## src/rtl/beep_controller_if.sv

```systemverilog
// Signal bundle between the time/mode logic and the beep controller.
// The master side supplies time, alarm setting and key pulses; the slave
// side (beep_controller) returns the buzzer drive and status flags.
interface beep_controller_if;
    logic       sec_tick;
    logic [4:0] hour;
    logic [5:0] min;
    logic [5:0] sec;
    logic       mode_normal;
    logic       alarm_en;
    logic [4:0] alarm_hour;
    logic [5:0] alarm_min;
    logic       alarm_off;
    logic       beep;
    logic       alarm_active;
    logic       chime_active;

    modport master (
        output sec_tick, hour, min, sec, mode_normal,
        output alarm_en, alarm_hour, alarm_min, alarm_off,
        input  beep, alarm_active, chime_active
    );

    modport slave (
        input  sec_tick, hour, min, sec, mode_normal,
        input  alarm_en, alarm_hour, alarm_min, alarm_off,
        output beep, alarm_active, chime_active
    );
endinterface

```

## src/rtl/beep_controller.sv

```systemverilog
// Buzzer driver for the digital clock: a short chime on every full hour and
// a gated (500 ms on / 500 ms off) alarm tone that runs until the alarm-off
// key is pressed or a seconds-based timeout expires. Both sounds are a square
// wave at TONE_HZ. All outputs come straight from flops.
module beep_controller #(
    parameter int CLK_FREQ        = 50_000_000,
    parameter int TONE_HZ         = 2000,
    parameter int CHIME_MS        = 200,
    parameter int ALARM_TIMEOUT_S = 60
) (
    input logic              clk,
    input logic              rst,
    beep_controller_if.slave bus
);

    localparam int HALF      = CLK_FREQ / (2 * TONE_HZ);
    localparam int CHIME_CYC = CLK_FREQ / 1000 * CHIME_MS;
    localparam int GATE_HALF = CLK_FREQ / 2;

    localparam int DIV_W   = $clog2(HALF) + 1;
    localparam int CHIME_W = $clog2(CHIME_CYC) + 1;
    localparam int GATE_W  = $clog2(GATE_HALF) + 1;
    localparam int TO_W    = $clog2(ALARM_TIMEOUT_S) + 1;

    localparam logic [DIV_W-1:0]   DIV_LAST   = DIV_W'(HALF - 1);
    localparam logic [CHIME_W-1:0] CHIME_LAST = CHIME_W'(CHIME_CYC - 1);
    localparam logic [GATE_W-1:0]  GATE_LAST  = GATE_W'(GATE_HALF - 1);
    localparam logic [TO_W-1:0]    TO_LAST    = TO_W'(ALARM_TIMEOUT_S - 1);

    typedef enum logic [1:0] {
        IDLE  = 2'd0,
        CHIME = 2'd1,
        ALARM = 2'd2
    } state_t;

    state_t             state_q, state_d;
    logic               tick_d;
    logic               alarm_hit, chime_hit, entering;

    logic [DIV_W-1:0]   div_q, div_d;
    logic               tone_q, tone_d;
    logic [GATE_W-1:0]  gate_cnt_q, gate_cnt_d;
    logic               gate_q, gate_d;
    logic [CHIME_W-1:0] chime_cnt_q, chime_cnt_d;
    logic [TO_W-1:0]    to_cnt_q, to_cnt_d;

    logic               beep_q, beep_d;
    logic               alarm_active_q, chime_active_q;

    // Match detection, only on the cycle after a seconds tick so the time
    // inputs already carry their post-increment values.
    always_comb begin
        alarm_hit = tick_d & bus.mode_normal & bus.alarm_en
                  & (bus.hour == bus.alarm_hour)
                  & (bus.min  == bus.alarm_min)
                  & (bus.sec  == 6'd0);
        chime_hit = tick_d & bus.mode_normal
                  & (bus.min == 6'd0)
                  & (bus.sec == 6'd0);
    end

    // Next-state decision: alarm outranks chime, ALARM ignores further hits.
    always_comb begin
        // NOTE: every combinational output gets a default first so no path
        // leaves it unassigned, which would otherwise infer a latch.
        state_d = state_q;
        unique case (state_q)
            IDLE: begin
                if (alarm_hit)      state_d = ALARM;
                else if (chime_hit) state_d = CHIME;
            end
            CHIME: begin
                if (alarm_hit)                     state_d = ALARM;
                else if (chime_cnt_q == CHIME_LAST) state_d = IDLE;
            end
            ALARM: begin
                if (bus.alarm_off)                      state_d = IDLE;
                else if (tick_d && (to_cnt_q == TO_LAST)) state_d = IDLE;
            end
            default: state_d = IDLE;
        endcase
        // A CHIME -> ALARM preemption counts as entering ALARM.
        entering = (state_d != IDLE) && (state_d != state_q);
    end

    // Tone divider, alarm gate, chime length and timeout counters.
    always_comb begin
        div_d       = div_q;
        tone_d      = tone_q;
        gate_cnt_d  = gate_cnt_q;
        gate_d      = gate_q;
        chime_cnt_d = chime_cnt_q;
        to_cnt_d    = to_cnt_q;

        if (state_d == IDLE) begin
            div_d       = '0;
            tone_d      = 1'b0;
            gate_cnt_d  = '0;
            gate_d      = 1'b1;
            chime_cnt_d = '0;
            to_cnt_d    = '0;
        end else if (entering) begin
            // Every sound starts on the high half of the tone, gate open.
            div_d       = '0;
            tone_d      = 1'b1;
            gate_cnt_d  = '0;
            gate_d      = 1'b1;
            chime_cnt_d = '0;
            to_cnt_d    = '0;
        end else begin
            if (div_q == DIV_LAST) begin
                div_d  = '0;
                tone_d = ~tone_q;
            end else begin
                div_d = div_q + DIV_W'(1);
            end

            if (state_q == ALARM) begin
                if (gate_cnt_q == GATE_LAST) begin
                    gate_cnt_d = '0;
                    gate_d     = ~gate_q;
                end else begin
                    gate_cnt_d = gate_cnt_q + GATE_W'(1);
                end
                // The terminal tick leaves ALARM above, so this never
                // counts past TO_LAST.
                if (tick_d) to_cnt_d = to_cnt_q + TO_W'(1);
            end else begin
                // CHIME: continuous tone; the last count leaves CHIME above.
                gate_cnt_d  = '0;
                gate_d      = 1'b1;
                chime_cnt_d = chime_cnt_q + CHIME_W'(1);
            end
        end

        beep_d = (state_d != IDLE) & tone_d & gate_d;
    end

    // State, counters and registered outputs.
    always_ff @(posedge clk) begin
        // NOTE: sequential state uses non-blocking assignments so all flops
        // update together from the values seen before the edge.
        if (rst) begin
            state_q        <= IDLE;
            tick_d         <= 1'b0;
            div_q          <= '0;
            tone_q         <= 1'b0;
            gate_cnt_q     <= '0;
            gate_q         <= 1'b1;
            chime_cnt_q    <= '0;
            to_cnt_q       <= '0;
            beep_q         <= 1'b0;
            alarm_active_q <= 1'b0;
            chime_active_q <= 1'b0;
        end else begin
            state_q        <= state_d;
            tick_d         <= bus.sec_tick;
            div_q          <= div_d;
            tone_q         <= tone_d;
            gate_cnt_q     <= gate_cnt_d;
            gate_q         <= gate_d;
            chime_cnt_q    <= chime_cnt_d;
            to_cnt_q       <= to_cnt_d;
            beep_q         <= beep_d;
            alarm_active_q <= (state_d == ALARM);
            chime_active_q <= (state_d == CHIME);
        end
    end

    assign bus.beep         = beep_q;
    assign bus.alarm_active = alarm_active_q;
    assign bus.chime_active = chime_active_q;

endmodule

```

## src/flat_wrapper.sv

```systemverilog
// flat-port wrapper written by rule: the top's interface ports become plain ports
module beep_controller_flat 
#(
    parameter int CLK_FREQ        = 50_000_000,
    parameter int TONE_HZ         = 2000,
    parameter int CHIME_MS        = 200,
    parameter int ALARM_TIMEOUT_S = 60
)
  (clk, rst, bus_sec_tick, bus_hour, bus_min, bus_sec, bus_mode_normal, bus_alarm_en, bus_alarm_hour, bus_alarm_min, bus_alarm_off, bus_beep, bus_alarm_active, bus_chime_active);
  beep_controller_if bus_i ();
  input logic clk;
  input logic rst;
  input wire logic [$bits(bus_i.sec_tick)-1:0] bus_sec_tick;
  input wire logic [$bits(bus_i.hour)-1:0] bus_hour;
  input wire logic [$bits(bus_i.min)-1:0] bus_min;
  input wire logic [$bits(bus_i.sec)-1:0] bus_sec;
  input wire logic [$bits(bus_i.mode_normal)-1:0] bus_mode_normal;
  input wire logic [$bits(bus_i.alarm_en)-1:0] bus_alarm_en;
  input wire logic [$bits(bus_i.alarm_hour)-1:0] bus_alarm_hour;
  input wire logic [$bits(bus_i.alarm_min)-1:0] bus_alarm_min;
  input wire logic [$bits(bus_i.alarm_off)-1:0] bus_alarm_off;
  output wire logic [$bits(bus_i.beep)-1:0] bus_beep;
  output wire logic [$bits(bus_i.alarm_active)-1:0] bus_alarm_active;
  output wire logic [$bits(bus_i.chime_active)-1:0] bus_chime_active;
  assign bus_i.sec_tick = bus_sec_tick;
  assign bus_i.hour = bus_hour;
  assign bus_i.min = bus_min;
  assign bus_i.sec = bus_sec;
  assign bus_i.mode_normal = bus_mode_normal;
  assign bus_i.alarm_en = bus_alarm_en;
  assign bus_i.alarm_hour = bus_alarm_hour;
  assign bus_i.alarm_min = bus_alarm_min;
  assign bus_i.alarm_off = bus_alarm_off;
  assign bus_beep = bus_i.beep;
  assign bus_alarm_active = bus_i.alarm_active;
  assign bus_chime_active = bus_i.chime_active;
  beep_controller #(.CLK_FREQ(CLK_FREQ), .TONE_HZ(TONE_HZ), .CHIME_MS(CHIME_MS), .ALARM_TIMEOUT_S(ALARM_TIMEOUT_S)) u_core (.clk(clk), .rst(rst), .bus(bus_i));
endmodule
```

## config.mk

```make
export PLATFORM = sky130hd
export DESIGN_NAME = beep_controller_flat
export DESIGN_NICKNAME = d
export VERILOG_FILES = /design/src/rtl/beep_controller_if.sv /design/src/rtl/beep_controller.sv /design/src/flat_wrapper.sv
export SDC_FILE = /design/constraint.sdc
export NUM_CORES = 1
export LEC_CHECK = 0
export CAP_MARGIN = 10
export CELL_PAD_IN_SITES_DETAIL_PLACEMENT = 1
export CELL_PAD_IN_SITES_GLOBAL_PLACEMENT = 1
export CORE_UTILIZATION = 44
export CTS_CLUSTER_SIZE = 30
export DETAILED_ROUTE_END_ITERATION = 16
export GPL_TIMING_DRIVEN = 0
export PLACE_DENSITY = 0.79
export SETUP_SLACK_MARGIN = 0.15
export SLEW_MARGIN = 10
export SYNTH_ARGS = -nofsm -noshare
export SYNTH_HDL_FRONTEND = slang
export SYNTH_SLANG_ARGS = --single-unit
```

## constraint.sdc

```tcl
create_clock -name clk -period 2.5 [get_ports clk]
set_input_delay 0.5 -clock clk [delete_from_list [all_inputs] [get_ports clk]]
set_output_delay 0.5 -clock clk [all_outputs]
set_load 0.01 [all_outputs]
```

### After elaboration in Yosys (flattened, before gate mapping)

Index checks and enable logic that the tools add are counted.

| storage, ports and cells | value |
|---|---|
| input port bits | 34 |
| logic and storage cells | 63 |
| output and inout bits | 3 |
| register bits | 81 |

| cells by class | value |
|---|---|
| eq/ne operators | 11 |
| bitwise logic cells | 12 |
| muxes and demuxes | 14 |
| reductions and logical operators | 11 |
| $add $sub $neg | 4 |

Operators by type and width:

| operator | number |
|---|---|
| $add A26 B1 Y26 const B | 1 |
| $eq A26 B25 Y1 const B | 1 |
| $add A25 B1 Y25 const B | 1 |
| $eq A25 B24 Y1 const B | 1 |
| $add A15 B1 Y15 const B | 1 |
| $eq A15 B14 Y1 const B | 1 |
| $logic_not A6 Y1 | 2 |
| $mux W2 | 6 |
| $and A1 B1 Y1 | 9 |
| $add A7 B1 Y7 const B | 1 |
| $eq A7 B6 Y1 const B | 1 |
| $mux W1 | 7 |
| $eq A6 B6 Y1 | 1 |
| $pmux W2 S3 | 1 |
| $eq A5 B5 Y1 | 1 |
| $reduce_or A5 Y1 | 1 |
| $eq A2 B1 Y1 const B | 2 |
| $eq A2 B2 Y1 const B | 2 |
| $logic_not A2 Y1 | 2 |
| $reduce_or A4 Y1 | 1 |
| $not A1 Y1 | 3 |
| $reduce_or A3 Y1 | 1 |
| $logic_and A1 B1 Y1 | 2 |
| $ne A2 B2 Y1 | 1 |
| other kinds (2) | 2 |

### Longest topological paths before layout

Gate-level depths: netlist of run 1.

| logic depth | value |
|---|---|
| word-level depth | 13 |
| depth in mapped cells | 9 |
| gate-level depth less buffers | 6 |

### Worst setup path before layout of run 1

No wires, ideal clock.

| timing path | value |
|---|---|
| path type | reg2reg |
| from | register u_core.chime_cnt_q[0] |
| to | register u_core.chime_cnt_q[12] |
| arrival | 2.004 ns |
| data required time | 2.385 ns |
| clock period less this slack | 2.119 ns |
| stages on the path, launching flop included | 8 |
| library setup time | 0.115 ns |
| setup slack | 0.381 ns |
| buffers on the path | 1 |
| cell sequence | dfxtp_1 -> ha_1 -> or4b_1 -> nor4_2 -> o311ai_2 -> a31oi_4 -> buf_8 -> nor2_2 |

| on the way | value |
|---|---|
| word-level cells in the longest chain between the ends | 7 |
| elaborated cells between the ends (all ways) | 10 |
| classes of those cells | add/sub: 1; eq/ne: 2; mux: 3; reduce/logical: 4 |

RTL lines:

| what | line | RTL |
|---|---|---|
| start, declared | beep_controller.sv:44 | `logic [CHIME_W-1:0] chime_cnt_q, chime_cnt_d;` |
| start signal, assigned | beep_controller.sv:162 | `chime_cnt_q <= chime_cnt_d;` |
| $eq A25 B24 Y1 | beep_controller.sv:74 | `else if (chime_cnt_q == CHIME_LAST) state_d = IDLE;` |
| $mux W2 | beep_controller.sv:74 |  |
| $mux W2 | beep_controller.sv:73 | `if (alarm_hit) state_d = ALARM;` |
| $pmux W2 S3 | beep_controller.sv:67 | `unique case (state_q)` |
| $ne A2 B2 Y1 / $reduce_bool A2 Y1 (equally long branches) | beep_controller.sv:83 | `entering = (state_d != IDLE) && (state_d != state_q);` |
| $logic_and A1 B1 Y1 | beep_controller.sv:83 |  |
| $reduce_or A3 Y1 (no line) | -- |  |

Parallel ways exist; a longest one is shown, timed or not.
A chain may end at the register's enable or synchronous reset.

### Worst setup path in the final report of run 1

| timing path | value |
|---|---|
| from | input bus_min[1] |
| to | register u_core.div_q[11] |

| on the way | value |
|---|---|
| word-level cells in the longest chain between the ends | 9 |
| elaborated cells between the ends (all ways) | 15 |
| classes of those cells | eq/ne: 2; mux: 4; bitwise: 4; reduce/logical: 5 |

RTL lines:

| what | line | RTL |
|---|---|---|
| start, declared | flat_wrapper.sv:15 | `input wire logic [$bits(bus_i.min)-1:0] bus_min;` |
| $logic_not A6 Y1 | beep_controller.sv:58 | `& (bus.min == 6'd0)` |
| $and A1 B1 Y1 | beep_controller.sv:58 |  |
| $and A1 B1 Y1 | beep_controller.sv:59 | `& (bus.sec == 6'd0);` |
| $mux W2 | beep_controller.sv:70 | `else if (chime_hit) state_d = CHIME;` |
| $mux W2 | beep_controller.sv:69 | `if (alarm_hit) state_d = ALARM;` |
| $pmux W2 S3 (*) | beep_controller.sv:67 |  |
| $ne A2 B2 Y1 / $reduce_bool A2 Y1 (equally long branches) | beep_controller.sv:83 |  |
| $logic_and A1 B1 Y1 | beep_controller.sv:83 |  |
| $reduce_or A4 Y1 (no line) (*) | -- |  |
| end signal, assigned | beep_controller.sv:158 | `div_q <= div_d;` |
| end, declared | beep_controller.sv:40 | `logic [DIV_W-1:0] div_q, div_d;` |

Every way passes the cells marked *; elsewhere a longest branch is shown, timed or not.

==> results.md, run 1 <==
* Die H at roughly 95 um
* Final setup violation count at 0
* P&R area growth vs syn at 21.87%
* Placed Cells at 569
* Asr flop ratio synth at 0%
* Core ar. at 8341 um2
* Post-synthesis cell count at 428
* WHS Endpoint: u_core.gate_cnt_q[0]$_SDFF_PP0_
* CTS root buf: clkbuf_8
* Maxcap violations at 0
* Die width at 95.47 um
* R2R Path End: u_core.chime_cnt_q[4]$_SDFFE_PP0P_
* Syn. warnings at 0
* Delay-heaviest family, CP: buffers and inverters
* Finished Cell Area at 4684 um2
* Layout cells sized above 1 at 11.91%
* Antenna-violating nets left at 0
* Syn avg cell area at 8.981 um2
* Pwr dens at 538.2 nW/um2
* Initial core utilization at 46.08%
* CP most frequent cell: buf_4
* Final Max Tran Viols at 0
* Via count at 3198
* Gr usage total at about a fifth
* Remaining Overflow, GRT at 0
* Via/cell ratio at 5.402
* CP Data Required Time at 2.73 ns
* Hold Path Depth at 1
* Initial antenna violation count at 0
* Cell depth of the worst setup path at 8
* Worst path bufs/invs at 3
* Clock Sinks at 81
* DRC violations left at 0
* TritonCTS buffer count at 9
* Hold slack final at ~0.47 ns
* Cts hold-fix bufs at 0
* First-pass GRT wire length at ~15000 um
* Site Rows at 33
* TritonCTS clock tree: built
* R2R cell count at 6
* CTS clk-pin slew, worst paths at approximately 0.09 ns
* Cell leakage power at 1.449 nW
* Worst vdd rail ir drop at 0.0003395 V
* Fin nets at 520
* Synthesis-stage register bit count at 81
* R2R Setup Slk at 0.25 ns
* CP Launch Point: bus_min[1]
* Yosys top cell area share at 42.19%
* Syn nets at around 470
* Most common cell in the netlist: dfxtp_1
* Post-Syn Area at 3844 um2
* Post-synth top cells: dfxtp_1, nor2_1, xnor2_1, xor2_1, nor3_1
* Clk_lat worst skew at 0.35 ns
* Startpoint Class: input port
* Post-synth top flop: dfxtp_1
* HPWL after DPL at roughly 6600 um
* Gp weighted congestion at between 0.7 and 0.8
* Detailed Route WL at 9408 um
* Area contributors post-synth: dfxtp_1, xnor2_1, xor2_1, nor2_1, nor3_1
* Synth cell types at 49
* Max Buffers Root-to-Sink at 2
* Full die area at 9114 um2
* Hold Violations, Final at 0
* Worst min path class: reg -> reg
* Placed Area at 4335 um2
* Largest net degree at the start of global routing at 15
* F_max at approximately 440 MHz
* Area leader, netlist: dfxtp_1
* Port bufs at 36
* Tightest Pin Transition at 0.5525 ns
* Tcrit/Tclk final at approximately 90%
* Worst-path maximum fanout at 10
* RSZ-0062 raised after global routing: no
* Sequential share of the synthesized area at 42.19%
* Starting DRT DRC Count at 57
* Initial DRT Pass Iterations at 4
* H-tree depth at 3
* Ant. Diodes at 0
* Critical-path cell list: clkdlybuf4s50_1 > xor2_1 > nor4_2 > a41oi_2 > buf_4 > a21oi_2 > buf_4 > nor3_1
* Crit path largest cell delay at 0.47 ns
* Crit Path Category: in -> reg
* Slowest CP cell: clkdlybuf4s50_1
* Hold path startpoint: u_core.gate_cnt_q[0]$_SDFF_PP0_
* Number of global-route vias before repair at 3286
* Average wire per cell in the routed design at 15.89 um
* Final Non-Filler Cells at 592
* Clock Skew at between 0.009 and 0.01 ns
* Worst EP arrival at 2.49 ns
* Number of synthesized flops with an enable pin at 0
* Kind of end point of the critical path: flip-flop
* Reg2reg start: u_core.chime_cnt_q[21]$_SDFFE_PP0P_
* Status: finished clean
* IO Pins at 37
* TNS Setup at 0 ns
* Relative slew slack at 62.69%
* Final min period at 2.260 ns
==> through the flow <==
| step | total power, mW | setup WS [ns] | util (%) |
|---|---|---|---|
| 2_1_floorplan | 1.396 | 0.3809 | - |
| 3_3_place_gp | 1.474 | -0.4386 | 51.98 |
| 3_5_place_dp | 1.479 | -0.4630 | 51.98 |
| 4_1_cts | 2.544 | 0.1949 | 55.36 |
| 5_1_grt | 2.613 | 0.1337 | 56.17 |
| 6_report | 2.521 | 0.2402 | 56.17 |
==> flip-flops by register name, summed over array words and instances, names as in the netlist, 2 cells and up <==
register,cells
u_core.state_q,2
u_core.chime_cnt_q,25
u_core.to_cnt_q,7
u_core.div_q,15
u_core.gate_cnt_q,26
==> cell families after synthesis <==
kind of cell             count (synthesis)  synth area share, %
flip-flops                              81                42.19
multiplexers                             1               0.2604
XOR/XNOR                                76                17.32
AND/OR/NAND/NOR                        220                31.02
AO/OA/AOI/OAI                           20                4.590
adder cells (fa/ha/maj)                  4                1.302
buffers and inverters                   26                3.320
==> metal layers <==
metal / GRT usage [%] / vias to the layer above / share of wire [%]
met5: 0 / - / 0
met4: 6.965 / 0 / 1.1
met3: 3.270 / 9 / 1.3
met2: 38.87 / 20 / 52
met1: 25.29 / 1562 / 46
li1: - / 1607 / -
==> power breakdown <==
group          switching [mW]  total, mW  internal [mW]  leakage (nW)
registers             0.00516       1.30           1.30         0.654
logic                  0.0706      0.159         0.0889         0.692
clock network           0.494       1.06          0.566         0.103
total                   0.569       2.52           1.95          1.45
==> worst register-to-register path, delay by kind of cell, from the launching register on <==
kind | cells | cell delay [ns]
flops | 1 | 0.38
compound gates | 2 | 0.51
simple gates | 3 | 1.05
buf+inv | 1 | 0.20
==> worst max-delay path by stage <==
stage	to	slack, ns
after floorplan	u_core.chime_cnt_q[12]$_SDFFE_PP0P_	0.38
after global placement	u_core.chime_cnt_q[13]$_SDFFE_PP0P_	-0.44
after detailed placement	u_core.to_cnt_q[6]$_SDFFE_PP0P_	-0.46
after CTS	u_core.div_q[12]$_SDFF_PP0_	0.19
after global routing	u_core.div_q[9]$_SDFF_PP0_	0.13
final	u_core.div_q[11]$_SDFF_PP0_	0.24
==> area by class of cell <==
cell class	instances	area [um2]
inverter	13	48.80
timing repair buffer	43	412.9
multi-input combinational	321	2158
buffer	13	88.84
sequential	81	1624
tap	105	131.4
clock inverter	6	92.59
fill	963	3656
clock buffer	10	127.6
==> what timing repair did <==
| action | in CTS | in global routing |
|---|---|---|
| setup endpoints to repair | 59 | 38 |
| pin swaps | 3 | 4 |
| resized for setup | 9 | 7 |
| cloned | 0 | 0 |
| buffers inserted | 2 | 5 |
==> layout by cell type, fill, tap and decap left out, types with 3 or more instances in the layout <==
cell type        instances
nor3_1                  29
clkbuf_8                 9
nor4_1                  15
clkdlybuf4s50_1         36
and2_1                   5
a21oi_1                  3
nand2b_1                 4
and3_1                   9
nor3b_1                  3
xor2_1                  30
nor2_1                  57
nand4_1                 17
nand3_1                 24
nand2_1                 21
nor2_2                   9
clkbuf_1                 3
dfxtp_1                 79
buf_2                    3
xnor2_1                 46
buf_4                   10
and4_1                   9
inv_1                   13
ha_1                     3
Note: power is estimated with default switching activity, not from simulation.
==> run 2: changes to the inputs <==
--- a/config.mk
+++ b/config.mk
@@ -8,6 +8,7 @@
 export CAP_MARGIN = 10
 export CELL_PAD_IN_SITES_DETAIL_PLACEMENT = 1
 export CELL_PAD_IN_SITES_GLOBAL_PLACEMENT = 1
+export CORE_MARGIN = 3
 export CORE_UTILIZATION = 44
 export CTS_CLUSTER_SIZE = 30
 export DETAILED_ROUTE_END_ITERATION = 16
==> results.md, run 2 (synthesized netlist as in run 1, its figures left out) <==
* Most common cell after layout, fill and taps aside: dfxtp_1
* Initial antenna violation count at 0
* Via/cell ratio at 5.472
* H-tree depth at 3
* Reg2reg start: u_core.chime_cnt_q[0]$_SDFFE_PP0P_
* Largest net degree at the start of global routing at 13
* Fin nets at 517
* Final worst slack at around 0.16 ns
* Cell leakage power at ~1.4 nW
* Antenna-violating nets left at 0
* Worst vdd rail ir drop at slightly below 0.0004 V
* Most frequent cells in the layout: dfxtp_1, nor2_1, xnor2_1
* Tcrit/Tclk final at 93.76%
* Worst min path class: reg -> reg
* Kind of end point of the critical path: flip-flop
* Pre-CTS WS at -0.2858 ns
* Crit Path Category: in -> reg
* Hold Violations, Final at 0
* Largest regs: u_core.gate_cnt_q x26, u_core.chime_cnt_q x25, u_core.div_q x15
* Average wire per cell in the routed design at 16.50 um
* Final min period at between 2 and 2.5 ns
* Site Rows at 33
* First-pass GRT wire length at 16130 um
* Die width at between 90 and 100 um
* TritonCTS clock tree: built
* Cts hold-fix bufs at 0
* Via count at 3223
* Final Non-Filler Cells at 589
* Final Max Tran Viols at 0
* Starting DRT DRC Count at just under 60
* Startpoint Class: input port
* Die H at 99.47 um
* Clk_lat worst skew at approximately 0.35 ns
* Core ar. at approximately 8300 um2
* Top reg by flops: u_core.gate_cnt_q
* Layout cells sized above 1 at a little over a tenth
* Initial core utilization at 46.08%
* F_max at ~430 MHz
* Port bufs at 36
* Clock Skew at 0.01331 ns
* TritonCTS buffer count at 9
* Maxcap violations at 0
* CTS clk-pin slew, worst paths at around 0.080 ns
* Full die area at 9893 um2
* Max reg flops at 26
* Hold slack final at 0.4714 ns
* Max Buffers Root-to-Sink at 2
* Pwr dens at 538.1 nW/um2
* Detailed Route WL at roughly 9700 um
* Final setup violation count at 0
* Number of global-route vias before repair at 3396
* Relative slew slack at 60.65%
* HPWL after DPL at between 6000 and 7000 um
* P&R area growth vs syn at 20.93%
* Ant. Diodes at 0
* CP Data Required Time at 2.74 ns
* IO Pins at 37
* Status: finished clean
* Initial DRT Pass Iterations at 4
* Tightest Pin Transition at 0.5826 ns
* DRC violations left at 0
* Gr usage total at roughly 20%
* CTS root buf: clkbuf_8
* Placed Cells at 569
* TNS Setup at 0 ns
* Hold path startpoint: u_core.gate_cnt_q[0]$_SDFF_PP0_
* Remaining Overflow, GRT at 0
* CP Launch Point: bus_min[3]
* Worst-path maximum fanout at 10
* Gp weighted congestion at 0.7488
* Clock Sinks at approximately 80
* RSZ-0062 raised after global routing: no
* Worst EP arrival at 2.58 ns
[run 2: changes by cell type in the layout (fill, tap and decap cells not counted), moves of 2 or more]
cell / delta
dfxtp_1: +2
dfxtp_2: -2
clkbuf_1: +2
clkinv_4: -2
buf_4: -3
ha_2: +2
clkinvlp_4: -2
[run 2: report_power, final]
part,total (mW),internal [mW],leakage (nW),switching (mW)
Sequential,1.30,1.30,0.653,0.00446
Combinational,0.164,0.0886,0.694,0.0749
Clock,1.04,0.564,0.102,0.473
Total,2.50,1.95,1.45,0.552
[run 2: final timing paths]
path | to | slack, ns | depth (start not counted)
max | u_core.chime_cnt_q[7]$_SDFFE_PP0P_ | 0.16 | 7
min | u_core.gate_cnt_q[0]$_SDFF_PP0_ | 0.47 | 1
max reg2reg | u_core.chime_cnt_q[7]$_SDFFE_PP0P_ | 0.26 | 7
min reg2reg | u_core.gate_cnt_q[0]$_SDFF_PP0_ | 0.47 | 1
[run 2: worst max-delay path, stage by stage]
cell and delay [ns]:
clkdlybuf4s50_1 0.44, xor2_1 0.15, nor4_1 0.50, a41oi_2 0.34
a31oi_4 0.39, buf_6 0.19, nor2_1 0.06
[run 2: layout make-up]
cell class,instances,area (um2)
fill,981,3692
clock buffer,13,138.9
clock inverter,3,65.06
multi-input combinational,321,2162
buffer,13,90.09
tap,105,131.4
timing repair buffer,40,390.4
sequential,81,1622
inverter,13,48.80
[run 2: timing repair]
item / 4_1_cts / 5_1_grt
setup endpoints to repair: 58 / 67
pin swaps: 2 / 4
gates resized for setup: 7 / 10
setup buffers: 3 / 1
[run 2: layer usage]
layer / global-route usage, % / vias to the layer above / share of wire [%]
met3: 2.945 / 14 / 1.3
met5: 0 / - / 0
met4: 7.248 / 0 / 1.6
li1: - / 1601 / -
met1: 24.84 / 1587 / 45
met2: 35.07 / 21 / 52
[run 2: through the flow]
stage          util [%]  total power [mW]  area (um2)
2_1_floorplan         -             1.396        3844
3_3_place_gp      51.98             1.475        4335
3_5_place_dp      51.98             1.479        4335
4_1_cts           55.10             2.508        4596
5_1_grt           55.73             2.589        4648
6_report          55.73             2.501        4648
==> run 3: changes to the inputs <==
--- a/config.mk
+++ b/config.mk
@@ -8,6 +8,7 @@
 export CAP_MARGIN = 10
 export CELL_PAD_IN_SITES_DETAIL_PLACEMENT = 1
 export CELL_PAD_IN_SITES_GLOBAL_PLACEMENT = 1
+export CORE_ASPECT_RATIO = 0.75
 export CORE_MARGIN = 3
 export CORE_UTILIZATION = 44
 export CTS_CLUSTER_SIZE = 30
==> results.md, run 3 (synthesized netlist as in run 1, its figures left out) <==
* Final setup violation count at 0
* TNS Setup at 0 ns
* Largest regs: u_core.gate_cnt_q x26, u_core.chime_cnt_q x25, u_core.div_q x15
* Top reg by flops: u_core.gate_cnt_q
* Critical-path cell list: clkdlybuf4s50_1 > xor2_1 > nor4_2 > buf_4 > a41oi_4 > a31oi_4 > buf_8 > nor2_2
* Port bufs at 36
* Tightest Pin Transition at 0.5328 ns
* Final Max Tran Viols at 0
* Crit path largest cell delay at 0.49 ns
* CP Data Required Time at ~2.7 ns
* DRC violations left at 0
* Initial antenna violation count at 0
* Max Buffers Root-to-Sink at 2
* Finished Cell Area at about 4800 um2
* Hold slack final at 0.4686 ns
* Detailed Route WL at 9984 um
* Via count at between 3000 and 4000
* Fin nets at 518
* TritonCTS buffer count at 9
* RSZ-0062 raised after global routing: yes
* R2R Path End: u_core.chime_cnt_q[15]$_SDFFE_PP0P_
* Die width at 113.9 um
* Clock Sinks at 81
* Initial DRT Pass Iterations at 6
* Placed Area at 4335 um2
* CP Launch Point: bus_min[0]
* Max reg flops at 26
* Site Rows at 28
* Maxcap violations at 0
* Pwr dens at 597.7 nW/um2
* Gp weighted congestion at approximately 0.83
* Clk_lat worst skew at 0.34 ns
* Worst-path maximum fanout at 10
* Tcrit/Tclk final at 90.48%
* Final min period at about 2.3 ns
* Cell leakage power at about 1.5 nW
* Placed Cells at around 570
* Number of global-route vias before repair at 3494
* Clock Skew at approximately 0.0054 ns
* Final worst slack at 0.2379 ns
* Pre-CTS WS at -0.5370 ns
* Status: finished clean
* R2R cell count at 7
* CTS clk-pin slew, worst paths at 0.06 ns
* Reg2reg start: u_core.chime_cnt_q[1]$_SDFFE_PP0P_
* TritonCTS clock tree: built
* Hold Path Depth at 1
* R2R Setup Slk at 0.29 ns
* Slowest CP cell: clkdlybuf4s50_1
* Remaining Overflow, GRT at 0
* HPWL after DPL at between 6000 and 7000 um
* Fillers at around 960
* Cts hold-fix bufs at 0
* Crit Path Category: in -> reg
* Kind of end point of the critical path: flip-flop
* F_max at 442.1 MHz
* P&R area growth vs syn at 24.35%
* Gr usage total at 21.81%
* Layout cells sized above 1 at around 11%
* Initial core utilization at 46.89%
* First-pass GRT wire length at 17170 um
* Core ar. at 8198 um2
* CTS root buf: clkbuf_16
* Die H at 86.94 um
* Area of the multi-input gates at ~2200 um2
* Relative slew slack at 64.37%
* Most frequent cells in the layout: dfxtp_1, nor2_1, xnor2_1
* Final Non-Filler Cells at 590
* Antenna-violating nets left at 0
* Register area at 1623 um2
* Worst vdd rail ir drop at 0.0006272 V
* Full die area at between 9000 and 10000 um2
* Ant. Diodes at 0
* Average wire per cell in the routed design at 16.92 um
* H-tree depth at 3
* Hold Violations, Final at 0
* Most common cell after layout, fill and taps aside: dfxtp_1
* Worst EP arrival at around 2.5 ns
* IO Pins at 37
* Final Total Pwr at 2.857 mW
* CP endpoint: u_core.chime_cnt_q[15]$_SDFFE_PP0P_
* Worst min path class: reg -> reg
* Starting DRT DRC Count at 113
* Via/cell ratio at 5.444
* Startpoint Class: input port
* Final design utilization at 58.30%
* Largest net degree at the start of global routing at 13
## run 3: worst min-delay path by stage
| stage | start | slack (ns) | end |
|---|---|---|---|
| finish | u_core.gate_cnt_q[0]$_SDFF_PP0_ | 0.47 | u_core.gate_cnt_q[0]$_SDFF_PP0_ |
| global route | u_core.div_q[0]$_SDFF_PP0_ | 0.49 | u_core.div_q[0]$_SDFF_PP0_ |
| CTS | u_core.div_q[0]$_SDFF_PP0_ | 0.47 | u_core.div_q[0]$_SDFF_PP0_ |
| detailed placement | u_core.gate_cnt_q[0]$_SDFF_PP0_ | 0.46 | u_core.gate_cnt_q[0]$_SDFF_PP0_ |
| global placement | u_core.gate_cnt_q[0]$_SDFF_PP0_ | 0.44 | u_core.gate_cnt_q[0]$_SDFF_PP0_ |
| floorplan | u_core.gate_cnt_q[0]$_SDFF_PP0_ | 0.43 | u_core.gate_cnt_q[0]$_SDFF_PP0_ |
## run 3: metal layers
layer | global-route usage (%) | up-vias | wire (um) | part of all wire, %
met5 | 0 | - | 0 | 0
met4 | 6.580 | 0 | 150 | 1.5
met3 | 6.806 | 13 | 286 | 2.9
met2 | 37.25 | 38 | 4947 | 50
met1 | 26.50 | 1551 | 4599 | 46
li1 | - | 1610 | - | -
## run 3: final cells by class
type                            instances  area share (%)
Multi-Input combinational cell        321           45.63
Clock inverter                          3           1.361
Inverter                               13           1.021
Clock buffer                           13           5.026
Sequential cell                        81           33.95
Tap cell                              105           2.749
Buffer                                 13           1.885
Timing Repair Buffer                   41           8.377
## run 3: worst max-delay path, delay by kind of cell
kind / cells / cell delay, ns
and+or+nand+nor: 2 / 0.36
buffers and inverters: 3 / 0.89
AOI/OAI and AO/OA: 2 / 0.56
xor gates and xnor gates: 1 / 0.19
## run 3: repair_timing
item                                    CTS  global route
setup buffers                             5             0
endpoints found under the setup margin   67            66
pin swaps                                 3             5
hold endpoints to repair                  0             0
gates resized for setup                  11            10
## run 3: power by group
part	leakage, nW	switching (mW)	internal [mW]
clock network	0.148	0.513	0.875
registers	0.653	0.00475	1.30
logic	0.712	0.0762	0.0895
total	1.51	0.594	2.26
